`src/rtl/tone_seq_pkg.sv`:
```
// rtl/tone_seq_pkg.sv - shared types and constants for the tone sequencer
// Contents:
//   note_t     queued note entry {dur_ms, freq_hz}; packs like the NOTE write word
//   *_ADDR     register addresses on the Avalon slave
//   CTRL_*     bit positions in the CTRL write word
//   ST_*       bit positions in the STATUS read word
//   state_t    sequencer FSM states
//   note_ms    a zero duration is played as 1 ms
package tone_seq_pkg;

  typedef struct packed {
    logic [15:0] dur_ms;
    logic [15:0] freq_hz;
  } note_t;

  localparam logic [1:0] NOTE_ADDR   = 2'd0;
  localparam logic [1:0] CTRL_ADDR   = 2'd1;
  localparam logic [1:0] STATUS_ADDR = 2'd2;

  localparam int CTRL_RUN     = 0;
  localparam int CTRL_FLUSH   = 1;
  localparam int CTRL_OVF_CLR = 2;

  localparam int ST_FULL    = 9;
  localparam int ST_EMPTY   = 10;
  localparam int ST_PLAYING = 11;
  localparam int ST_OVF     = 12;
  localparam int ST_RUN     = 13;

  typedef enum logic [1:0] {
    IDLE = 2'd0,
    LOAD = 2'd1,
    PLAY = 2'd2
  } state_t;

  function automatic logic [15:0] note_ms(input logic [15:0] d);
    return (d == 16'd0) ? 16'd1 : d;
  endfunction

endpackage

```
`src/rtl/note_fifo.sv`:
```
// rtl/note_fifo.sv - synchronous FIFO holding queued note entries
// Ports:
//   clk, reset_n   clock, asynchronous active-low reset
//   flush          empties the FIFO; wins over a same-cycle push
//   push, din      write request and data; dropped when full unless popping
//   pop, dout      read request and the current head entry
//   full, empty    occupancy flags
//   count          number of stored entries
module note_fifo
  import tone_seq_pkg::*;
#(
  parameter int  DEPTH = 16,
  parameter type T     = note_t
) (
  input  logic                     clk,
  input  logic                     reset_n,
  input  logic                     flush,
  input  logic                     push,
  input  T                         din,
  input  logic                     pop,
  output T                         dout,
  output logic                     full,
  output logic                     empty,
  output logic [$clog2(DEPTH):0]   count
);

  localparam int AW = $clog2(DEPTH);

  T               mem [DEPTH];
  logic [AW-1:0]  wr_ptr;
  logic [AW-1:0]  rd_ptr;
  logic           do_push;
  logic           do_pop;

  assign full  = (count == (AW+1)'(DEPTH));
  assign empty = (count == '0);
  assign dout  = mem[rd_ptr];

  // A push into a full FIFO is still accepted when the head leaves in the
  // same cycle, so the slot being freed is reused.
  assign do_pop  = pop && !empty && !flush;
  assign do_push = push && !flush && (!full || do_pop);

  always_ff @(posedge clk) begin
    if (do_push) mem[wr_ptr] <= din;
  end

  always_ff @(posedge clk or negedge reset_n) begin
    if (!reset_n) begin
      wr_ptr <= '0;
      rd_ptr <= '0;
      count  <= '0;
    end else if (flush) begin
      wr_ptr <= '0;
      rd_ptr <= '0;
      count  <= '0;
    end else begin
      if (do_push) wr_ptr <= wr_ptr + 1'b1;
      if (do_pop)  rd_ptr <= rd_ptr + 1'b1;
      case ({do_push, do_pop})
        2'b10:   count <= count + 1'b1;
        2'b01:   count <= count - 1'b1;
        default: count <= count;
      endcase
    end
  end

endmodule

```
`src/rtl/tone_sequencer.sv`:
```
// rtl/tone_sequencer.sv - Avalon-MM note sequencer feeding the tone generator
// Ports:
//   clk, reset_n      clock, asynchronous active-low reset
//   avs_address       0 NOTE(W), 1 CTRL(W), 2 STATUS(R), 3 reserved
//   avs_write         write strobe, avs_writedata write data
//   avs_read          read strobe (reads have no side effects)
//   avs_readdata      combinational read data selected by avs_address
//   tone_write        one-cycle load strobe to the tone generator
//   tone_writedata    {16'b0, freq_hz}, held between loads
//   mute              gates the speaker off during rests and idle
// FCLK/1000 must be at least 2: the LOAD cycle is the first tick of a note.
module tone_sequencer
  import tone_seq_pkg::*;
#(
  parameter int FCLK  = 50_000_000,
  parameter int DEPTH = 16
) (
  input  logic        clk,
  input  logic        reset_n,
  input  logic [1:0]  avs_address,
  input  logic        avs_write,
  input  logic [31:0] avs_writedata,
  input  logic        avs_read,
  output logic [31:0] avs_readdata,
  output logic        tone_write,
  output logic [31:0] tone_writedata,
  output logic        mute
);

  localparam int TICK = FCLK / 1000;
  localparam int PW   = (TICK > 1) ? $clog2(TICK) : 1;
  localparam int CW   = $clog2(DEPTH) + 1;
  localparam logic [PW-1:0] TICK_LAST = PW'(TICK - 1);

  state_t          state_q, state_d;
  logic            run_q;
  logic            ovf_q;
  logic [PW-1:0]   presc_q;
  logic [15:0]     ms_q;
  logic [31:0]     twd_q;
  logic            mute_q;

  note_t           head;
  logic            fifo_full;
  logic            fifo_empty;
  logic [CW-1:0]   fifo_count;

  logic            note_wr;
  logic            ctrl_wr;
  logic            flush;
  logic            ovf_clr;
  logic            ovf_set;
  logic            load_fire;
  logic            note_last;
  logic            unused_read;

  assign unused_read = avs_read;

  assign note_wr = avs_write && (avs_address == NOTE_ADDR);
  assign ctrl_wr = avs_write && (avs_address == CTRL_ADDR);
  assign flush   = ctrl_wr && avs_writedata[CTRL_FLUSH];
  assign ovf_clr = ctrl_wr && avs_writedata[CTRL_OVF_CLR];
  // Only a genuinely lost note counts as overflow; a push discarded by a
  // flush is not one.
  assign ovf_set = note_wr && !flush && fifo_full && !load_fire;

  note_fifo #(.DEPTH(DEPTH), .T(note_t)) u_fifo (
    .clk     (clk),
    .reset_n (reset_n),
    .flush   (flush),
    .push    (note_wr),
    .din     (avs_writedata),
    .pop     (load_fire),
    .dout    (head),
    .full    (fifo_full),
    .empty   (fifo_empty),
    .count   (fifo_count)
  );

  // LOAD stands for prescaler value 0, so PLAY resumes at 1 and the note
  // ends on the wrap of its final millisecond.
  assign note_last = (state_q == PLAY) && (presc_q == TICK_LAST) && (ms_q == 16'd1);

  always_ff @(posedge clk or negedge reset_n) begin
    if (!reset_n) state_q <= IDLE;
    else          state_q <= state_d;
  end

  always_comb begin
    state_d        = state_q;
    load_fire      = 1'b0;
    mute           = 1'b1;
    case (state_q)
      IDLE: begin
        if (run_q && !fifo_empty) state_d = LOAD;
      end
      LOAD: begin
        load_fire = 1'b1;
        state_d   = PLAY;
      end
      PLAY: begin
        mute = mute_q;
        if (note_last) state_d = (run_q && !fifo_empty) ? LOAD : IDLE;
      end
      default: state_d = IDLE;
    endcase
    if (flush) begin
      state_d   = IDLE;
      load_fire = 1'b0;
    end
    if (load_fire) mute = (head.freq_hz == 16'd0);
    tone_write     = load_fire;
    tone_writedata = load_fire ? {16'b0, head.freq_hz} : twd_q;
  end

  always_ff @(posedge clk or negedge reset_n) begin
    if (!reset_n) begin
      run_q   <= 1'b0;
      ovf_q   <= 1'b0;
      presc_q <= '0;
      ms_q    <= '0;
      twd_q   <= '0;
      mute_q  <= 1'b1;
    end else begin
      if (ctrl_wr) run_q <= avs_writedata[CTRL_RUN];
      if (ovf_clr) ovf_q <= 1'b0;
      if (ovf_set) ovf_q <= 1'b1;
      if (load_fire) begin
        presc_q <= PW'(1);
        ms_q    <= note_ms(head.dur_ms);
        twd_q   <= {16'b0, head.freq_hz};
        mute_q  <= (head.freq_hz == 16'd0);
      end else if (state_q == PLAY) begin
        if (presc_q == TICK_LAST) begin
          presc_q <= '0;
          ms_q    <= ms_q - 16'd1;
        end else begin
          presc_q <= presc_q + 1'b1;
        end
      end
    end
  end

  always_comb begin
    avs_readdata = '0;
    if (avs_address == STATUS_ADDR) begin
      avs_readdata[8:0]        = 9'(fifo_count);
      avs_readdata[ST_FULL]    = fifo_full;
      avs_readdata[ST_EMPTY]   = fifo_empty;
      avs_readdata[ST_PLAYING] = (state_q != IDLE);
      avs_readdata[ST_OVF]     = ovf_q;
      avs_readdata[ST_RUN]     = run_q;
    end
  end

endmodule

```
`config.mk`:
```
export PLATFORM = sky130hd
export DESIGN_NAME = tone_sequencer
export DESIGN_NICKNAME = d
export VERILOG_FILES = /design/src/rtl/tone_seq_pkg.sv /design/src/rtl/note_fifo.sv /design/src/rtl/tone_sequencer.sv
export SDC_FILE = /design/constraint.sdc
export NUM_CORES = 1
export LEC_CHECK = 0
export CORE_AREA = 2 2 179 251
export CTS_BUF_LIST = sky130_fd_sc_hd__clkbuf_8
export DETAILED_ROUTE_END_ITERATION = 10
export DIE_AREA = 0 0 181 253
export PLACE_DENSITY = 0.7
export REMOVE_ABC_BUFFERS = 1
export SYNTH_ARGS = -nofsm -noshare
export SYNTH_HDL_FRONTEND = slang
export SYNTH_SLANG_ARGS = --single-unit
export TNS_END_PERCENT = 100
```
`constraint.sdc`:
```
create_clock -name clk -period 4.82 [get_ports clk]
set_input_delay 0.964 -clock clk [delete_from_list [all_inputs] [get_ports clk]]
set_output_delay 0.964 -clock clk [all_outputs]
set_load 0.05 [all_outputs]
```
==> results of run 1 <==
[cells in the final DEF (no fill, tap or decap), drive strengths merged, types with 8 or more instances in the layout]
| cell type | n |
|---|---|
| inv | 53 |
| nor3 | 12 |
| a21oi | 11 |
| mux4 | 124 |
| nor2 | 44 |
| nand4 | 9 |
| mux2i | 16 |
| ha | 11 |
| nand3 | 14 |
| and2 | 34 |
| a22oi | 46 |
| clkdlybuf4s50 | 45 |
| dfrtp | 81 |
| conb | 22 |
| and3 | 10 |
| clkbuf | 90 |
| clkinv | 25 |
| edfxtp | 512 |
| o21ai | 33 |
| xor2 | 13 |
| nor4 | 10 |
| nor2b | 12 |
| nand2 | 91 |
| xnor2 | 20 |
| a22o | 8 |
| buf | 91 |
[power breakdown]
| part | leakage, nW | switching, W | internal [W] | total (W) |
|---|---|---|---|---|
| Sequential | 5.66 | 0.000249 | 0.00588 | 0.00613 |
| Clock | 0.939 | 0.00183 | 0.00190 | 0.00374 |
| Combinational | 2.85 | 0.00233 | 0.00184 | 0.00417 |
| Total | 9.45 | 0.00442 | 0.00962 | 0.0140 |
[layout make-up]
type / instances / area (µm²) / area share
clock inverter: 67 / 374.1 / 0.01370
tap: 558 / 698.2 / 0.02557
inverter: 20 / 75.07 / 0.002750
sequential: 594 / 17440 / 0.6387
multi-input combinational: 592 / 5812 / 0.2129
antenna: 3 / 7.507 / 0.0002750
clock buffer: 90 / 1239 / 0.04537
timing repair buffer: 136 / 1659 / 0.06077
[worst max-delay path by stage]
stage | from | endpoint | slack (ps) | depth (start not counted)
2_1_floorplan | u_fifo.rd_ptr[0] | mute | -3300 | 5
3_3_place_gp | avs_writedata[1] | tone_writedata[14] | 520 | 8
3_5_place_dp | avs_address[0] | tone_writedata[13] | 500 | 8
4_1_cts | u_fifo.rd_ptr[0] | mute | 80 | 8
5_1_grt | u_fifo.rd_ptr[0] | mute | 7 | 8
6_report | u_fifo.rd_ptr[0] | mute | 180 | 8
[flip-flops by register name, summed over array words and instances, names as in the netlist]
| signal | flops |
|---|---|
| state_q | 2 |
| twd_q | 32 |
| u_fifo.count | 5 |
| mute_q | 1 |
| ovf_q | 1 |
| u_fifo.mem | 512 |
| presc_q | 16 |
| u_fifo.rd_ptr | 4 |
| ms_q | 16 |
| u_fifo.wr_ptr | 4 |
| run_q | 1 |
[per-layer routing]
metal  routed length, µm  global-route usage
met1               19760              0.2860
met2               26840              0.3995
met3                2754             0.03898
met4                1430             0.09408
met5                   0                   0
[cell families (layout without fill, tap and decap cells)]
kind of cell	count (synthesis)	count (layout)
AO/OA/AOI/OAI	122	122
XOR/XNOR	33	33
adder cells (fa/ha/maj)	12	12
buffers and inverters	96	313
flip-flops	594	594
multiplexers	144	144
other	1	25
AND/OR/NAND/NOR	259	259
[through the flow]
stage	hold WS, ps	TNS, ps	instances
after floorplan	441.0	-152670	1206
after global placement	452.3	0	1899
after detailed placement	458.7	0	1899
after CTS	402.4	0	2057
after global routing	457.4	0	2059
final	400.0	0	2060
==> results.ini, run 1 <==
[sta]
fin_skew_ps = 26.45
setup_violations = 0
worst-slew-pin-transition_ps = 1066
timing.final.crit_share = 0.9621
timing.max_slew.rel_slack = 0.2845
post-route-min-period_ps = 4638
hold_viol_final = 0
worst_slack_ps = 182.5
setup_repair_after_global_routing_missed_its_margin = no
timing.final.max_slew_violations = 0
fmax_mhz = 215.6

[grt]
number_of_antenna_violations_at_the_first_check_in_global_routing = 2
wire_length_of_the_first_global_routing_pass_um = 77210
track_usage = 0.2287
grt.overflow.total = 0
grt_max_degree = 59
grt_pass1_vias = 12890

[synth]
ys_seq_elements = 594
simple_gate_share_of_the_synthesized_area = 0.05633
dominant_combinational_cell_family_by_area_after_synthesis = multiplexers
post_synth_fa_ha_maj_area_fraction = 0.006658
mappedNetlistArea_um2 = 23680
synth.lib_cells_used.distinct = 62
synth_area_leader_cell = sky130_fd_sc_hd__edfxtp_1
synthCells = 1261
yosysMostFrequentCell = sky130_fd_sc_hd__edfxtp_1
yosys_warnings = 0
share_of_the_yosys_chip_area_belonging_to_registers = 0.7360
yosys-top-cells-count = sky130_fd_sc_hd__edfxtp_1 (512), sky130_fd_sc_hd__mux4_2 (108), sky130_fd_sc_hd__nand2_1 (91)
complex_gate_fraction_of_the_synthesized_area = 0.03477
synthArstFlopShare = 0.1380
synth_largest_type_area_fraction = 0.6493
yosys-mux-area-fraction = 0.1291
synth.avg_cell_area_um2 = 18.78
yosys.area_share.xor_xnor = 0.01221
synth-edff-count = 512
ys_top_cells_by_area = sky130_fd_sc_hd__edfxtp_1 (65%), sky130_fd_sc_hd__mux4_2 (10%), sky130_fd_sc_hd__dfrtp_1 (8.6%)
ys_dominant_reg_cell = sky130_fd_sc_hd__edfxtp_1

[setup_path]
timing.critical_path.fanout_max = 40
family_of_cells_with_the_greatest_summed_delay_on_the_critical_path = simple AND/OR/NAND/NOR gates
cpPeakStageDelay_ps = 550
timing.critical_path.buf_inv = 2
worst_flop_to_flop_path_endpoint = ms_q[11]
crit_path_top_delay_cell = sky130_fd_sc_hd__mux4_2
arrival_ps = 3670
ff2ff_setup_slack_ps = 1560
critPathCaptureType = output port
reg2regPathDepth = 5
cp.required_ps = 3860
timing.rr.start = presc_q[12]
cpMostUsedCell = sky130_fd_sc_hd__buf_12
critical_path_startpoint_category = flip-flop
worstSetupPathType = reg2out
crit_chain = buf_12 > mux4_2 > a22oi_1 > nand2_1 > nor4_2 > nand4_1 > o21ai_1 > buf_12

[die]
initial_core_util = 0.5416
die_y_um = 253
core-area_um2 = 43720
floorplan.die_area_um2 = 45790
io_pins = 104
die_x_um = 181
placementRows = 91

[routing]
avgRoutedWirePerCell_um = 24.65
drc = 0
postRouteAntennaNets = 0
drt_pass1_iterations = 5
route.detailed.vias_per_inst = 5.968
initial_drc_count = 1114
drt_wl_total_um = 50780
vias = 12300

[clock_network]
cts-hold-fix-buffers = 0
maximum_count_of_clock_buffers_along_a_single_path = 3
clk_pin_slew_worst_paths_ps = 60
clock_tree_from_tritoncts = done
tritoncts.num_buffers = 86
post_cts_resize_count = 0
clock_tree.htree_level_count = 3
numClockSinks = 594
post_cts_setup_buffers = 1
cts_root_buffer = sky130_fd_sc_hd__clkbuf_8
insertion_delay_ps = 640

[pwr]
power.density_cell_area_nw_per_um2 = 514.1
static-leakage-power_nw = 9.447
max-vdd-ir-drop_uv = 317.0
p_total_w = 0.01403

[placed_design]
dpl.hpwl_um = 30960
dp_area_um2 = 25660
numPortBuffers = 80
place.gp.congestion = 0.8179
pre_cts_slack_ps = 501.9

[run_status]
run_status = finished, final reports clean

[final_layout]
nFillCells = 3131
area_added_between_synthesis_and_finish_pct = 15.29
drive_gt1_frac = 0.2295
finalInstanceArea_um2 = 27300
fin_util = 0.6244
finish.net_count = 1480

[hold_path]
class_of_the_most_critical_hold_timing_path = in2async

[flow_run]
cap_viol_max_count = 0

No activity file was read; power rests on OpenSTA's default activity.
==> inputs of run 2 (changes only) <==
- CTS_CLUSTER_DIAMETER: not set -> 80
- SKIP_LAST_GASP: not set -> 1
==> results of run 2 <==
The final DEF is identical to that of run 1; final timing and power are the same.
==> inputs of run 3 (changes only) <==
- RECOVER_POWER: not set -> 100
==> run 3 against run 2 <==
Net effect:
- the run now ends with capacitance limit, slew limit left
- core utilization down 1.2 points
- non-clock buffer count unchanged
- sequential cell count unchanged
- register-to-register slack worse by 560 ps
- clock skew down 2.9 ps
- combinational power down 8.4%
==> results.ini, run 3 (same netlist as run 1, synthesis figures left out) <==
[run_status]
run_status = finished with violations
violations_in_the_final_reports = capacitance limit, slew limit

[clock_network]
insertion_delay_ps = 640  ; about the same
clock_tree.htree_level_count = 3  ; unchanged
clock_tree_from_tritoncts = done
maximum_count_of_clock_buffers_along_a_single_path = 3  ; unchanged
cts_root_buffer = sky130_fd_sc_hd__clkbuf_8
clk_pin_slew_worst_paths_ps = 60  ; about the same
post_cts_resize_count = 0  ; unchanged
numClockSinks = 594  ; unchanged
tritoncts.num_buffers = 86  ; unchanged

[routing]
drt_pass1_iterations = 5  ; unchanged
initial_drc_count = 1056  ; -5.2%
avgRoutedWirePerCell_um = 24.84  ; +0.76%
vias = 12370  ; +0.57%
postRouteAntennaNets = 0  ; unchanged
drt_wl_total_um = 51170  ; +0.76%
drc = 0  ; unchanged
route.detailed.vias_per_inst = 6.002  ; +0.57%

[sta]
timing.max_slew.rel_slack = -1.169  ; -1.454
post-route-min-period_ps = 4618  ; -19.11 ps
setup_repair_after_global_routing_missed_its_margin = no
fin_skew_ps = 23.54  ; -2.910 ps
setup_violations = 0  ; unchanged
worst-slew-pin-transition_ps = 3254  ; +2188 ps
worst_slack_ps = 201.6  ; +19.11 ps
timing.final.crit_share = 0.9582  ; -0.003964
fmax_mhz = 216.5  ; +0.41%
timing.final.max_slew_violations = 127  ; +127
hold_viol_final = 0  ; unchanged

[setup_path]
worst_flop_to_flop_path_endpoint = u_fifo.mem[0][10]
timing.critical_path.fanout_max = 40  ; unchanged
cp.required_ps = 3860  ; about the same
ff2ff_setup_slack_ps = 1000  ; -560 ps
crit_chain = buf_12 > mux4_2 > a22oi_1 > nand2_1 > nor4_2 > nand4_1 > o21ai_1 > buf_12
crit_path_top_delay_cell = sky130_fd_sc_hd__mux4_2
timing.critical_path.to = mute
critPathCaptureType = output port
reg2regPathDepth = 7  ; +2
worstSetupPathType = reg2out
arrival_ps = 3650  ; -20 ps
critical_path_startpoint_category = flip-flop
cpPeakStageDelay_ps = 550  ; about the same
startpoint = u_fifo.rd_ptr[0]
timing.rr.start = state_q[0]
cpMostUsedCell = sky130_fd_sc_hd__buf_12

[placed_design]
place.gp.congestion = 0.8179  ; unchanged
place.detailed.instances = 1899  ; unchanged
pre_cts_slack_ps = 501.9  ; unchanged
dpl.hpwl_um = 30960  ; unchanged
numPortBuffers = 80  ; unchanged

[grt]
number_of_antenna_violations_at_the_first_check_in_global_routing = 4  ; +2
track_usage = 0.2287  ; unchanged
grt.overflow.total = 0  ; unchanged
grt_pass1_vias = 12890  ; unchanged
wire_length_of_the_first_global_routing_pass_um = 77210  ; unchanged
grt_max_degree = 59  ; unchanged

[final_layout]
drive_gt1_frac = 0.1848  ; -0.04470
layout_commonest_cell = sky130_fd_sc_hd__edfxtp_1
largest_register_ff_count = 512  ; unchanged
area_added_between_synthesis_and_finish_pct = 13.00
reg.largest.list = u_fifo.mem x512, twd_q x32
finish.net_count = 1480  ; unchanged
fin_util = 0.6120  ; -0.01242
register_bank_with_the_most_flops = u_fifo.mem
final-instance-count-excl-fill = 2060  ; unchanged
final_cell_mix = sky130_fd_sc_hd__edfxtp_1 (512), sky130_fd_sc_hd__mux4_2 (108), sky130_fd_sc_hd__nand2_1 (91)

[flow_run]
cap_viol_max_count = 5  ; +5

[pwr]
power.density_cell_area_nw_per_um2 = 511.7  ; -0.47%
p_total_w = 0.01369  ; -2.4%
static-leakage-power_nw = 9.470  ; +0.24%
power_report.internal_total_w = 0.009313  ; -3.2%
max-vdd-ir-drop_uv = 311.8  ; -1.6%
netSwitchingFraction = 0.3198  ; +0.005104
p_switching_w = 0.004378  ; -0.87%
portion_of_total_power_attributed_to_sequential_cells = 0.448  ; +0.011
clockPowerShare = 0.273  ; +0.007
p_comb_frac = 0.279  ; -0.018

[hold_path]
class_of_the_most_critical_hold_timing_path = reg2reg

[die]
io_pins = 104  ; unchanged
core-area_um2 = 43720  ; unchanged
initial_core_util = 0.5416  ; unchanged
floorplan.die_area_um2 = 45790  ; unchanged
die_x_um = 181  ; unchanged
placementRows = 91  ; unchanged
die_y_um = 253  ; unchanged

-- run 3: worst min-delay path by stage --
stage | startpoint | to | slack, ps | cells after the start
finish | twd_q[12] | twd_q[12] | 470 | 2
global route | twd_q[21] | twd_q[21] | 510 | 1
CTS | reset_n | presc_q[5] | 400 | 1
detailed placement | mute_q | mute_q | 460 | 2
global placement | mute_q | mute_q | 450 | 2
floorplan | mute_q | mute_q | 440 | 2
-- run 3: metal layers --
layer | up-vias | track usage | share of wire
met3 | 102 | 0.03898 | 0.057
met4 | 2 | 0.09408 | 0.029
met5 | - | 0 | 0.00025
li1 | 5347 | - | -
met2 | 462 | 0.3995 | 0.52
met1 | 6452 | 0.2860 | 0.39
-- run 3: cell type report --
cell class	instances	area [µm²]
Antenna cell	3	7.507
Fill cell	3239	16970
Clock inverter	67	374.1
Inverter	20	75.07
Tap cell	558	698.2
Timing Repair Buffer	136	1141
Clock buffer	90	1239
Sequential cell	594	17440
Multi-Input combinational cell	592	5787
-- run 3: metrics by stage --
stage | hold slack [ps] | TNS (ps) | area [µm²]
finish | 470.7 | 0 | 26760
global route | 510.6 | 0 | 26760
CTS | 402.4 | 0 | 27290
detailed placement | 458.7 | 0 | 25660
global placement | 452.3 | 0 | 25660
floorplan | 441.0 | -152670 | 23250
-- run 3: repair_timing --
action / CTS / global route
hold buffers: 0 / 0
setup endpoints to repair: 1 / 0
buffers inserted: 1 / 0
-- run 3: worst max-delay path: cells and delay by family (launching register included) --
family,cells,cell delay (ps)
multiplexers,1,550
buffers and inverters,2,470
AO/OA/AOI/OAI,2,590
flip-flops,1,450
AND/OR/NAND/NOR,3,900
-- run 3: power by group through the flow --
stage	combinational, W	clock, W	sequential (W)
after global placement	0.00411	0	0.00624
after detailed placement	0.00417	0	0.00626
after floorplan	0.00267	0	0.00644
after CTS	0.00423	0.00382	0.00613
final	0.00382	0.00374	0.00613
after global routing	0.00411	0.00404	0.00616
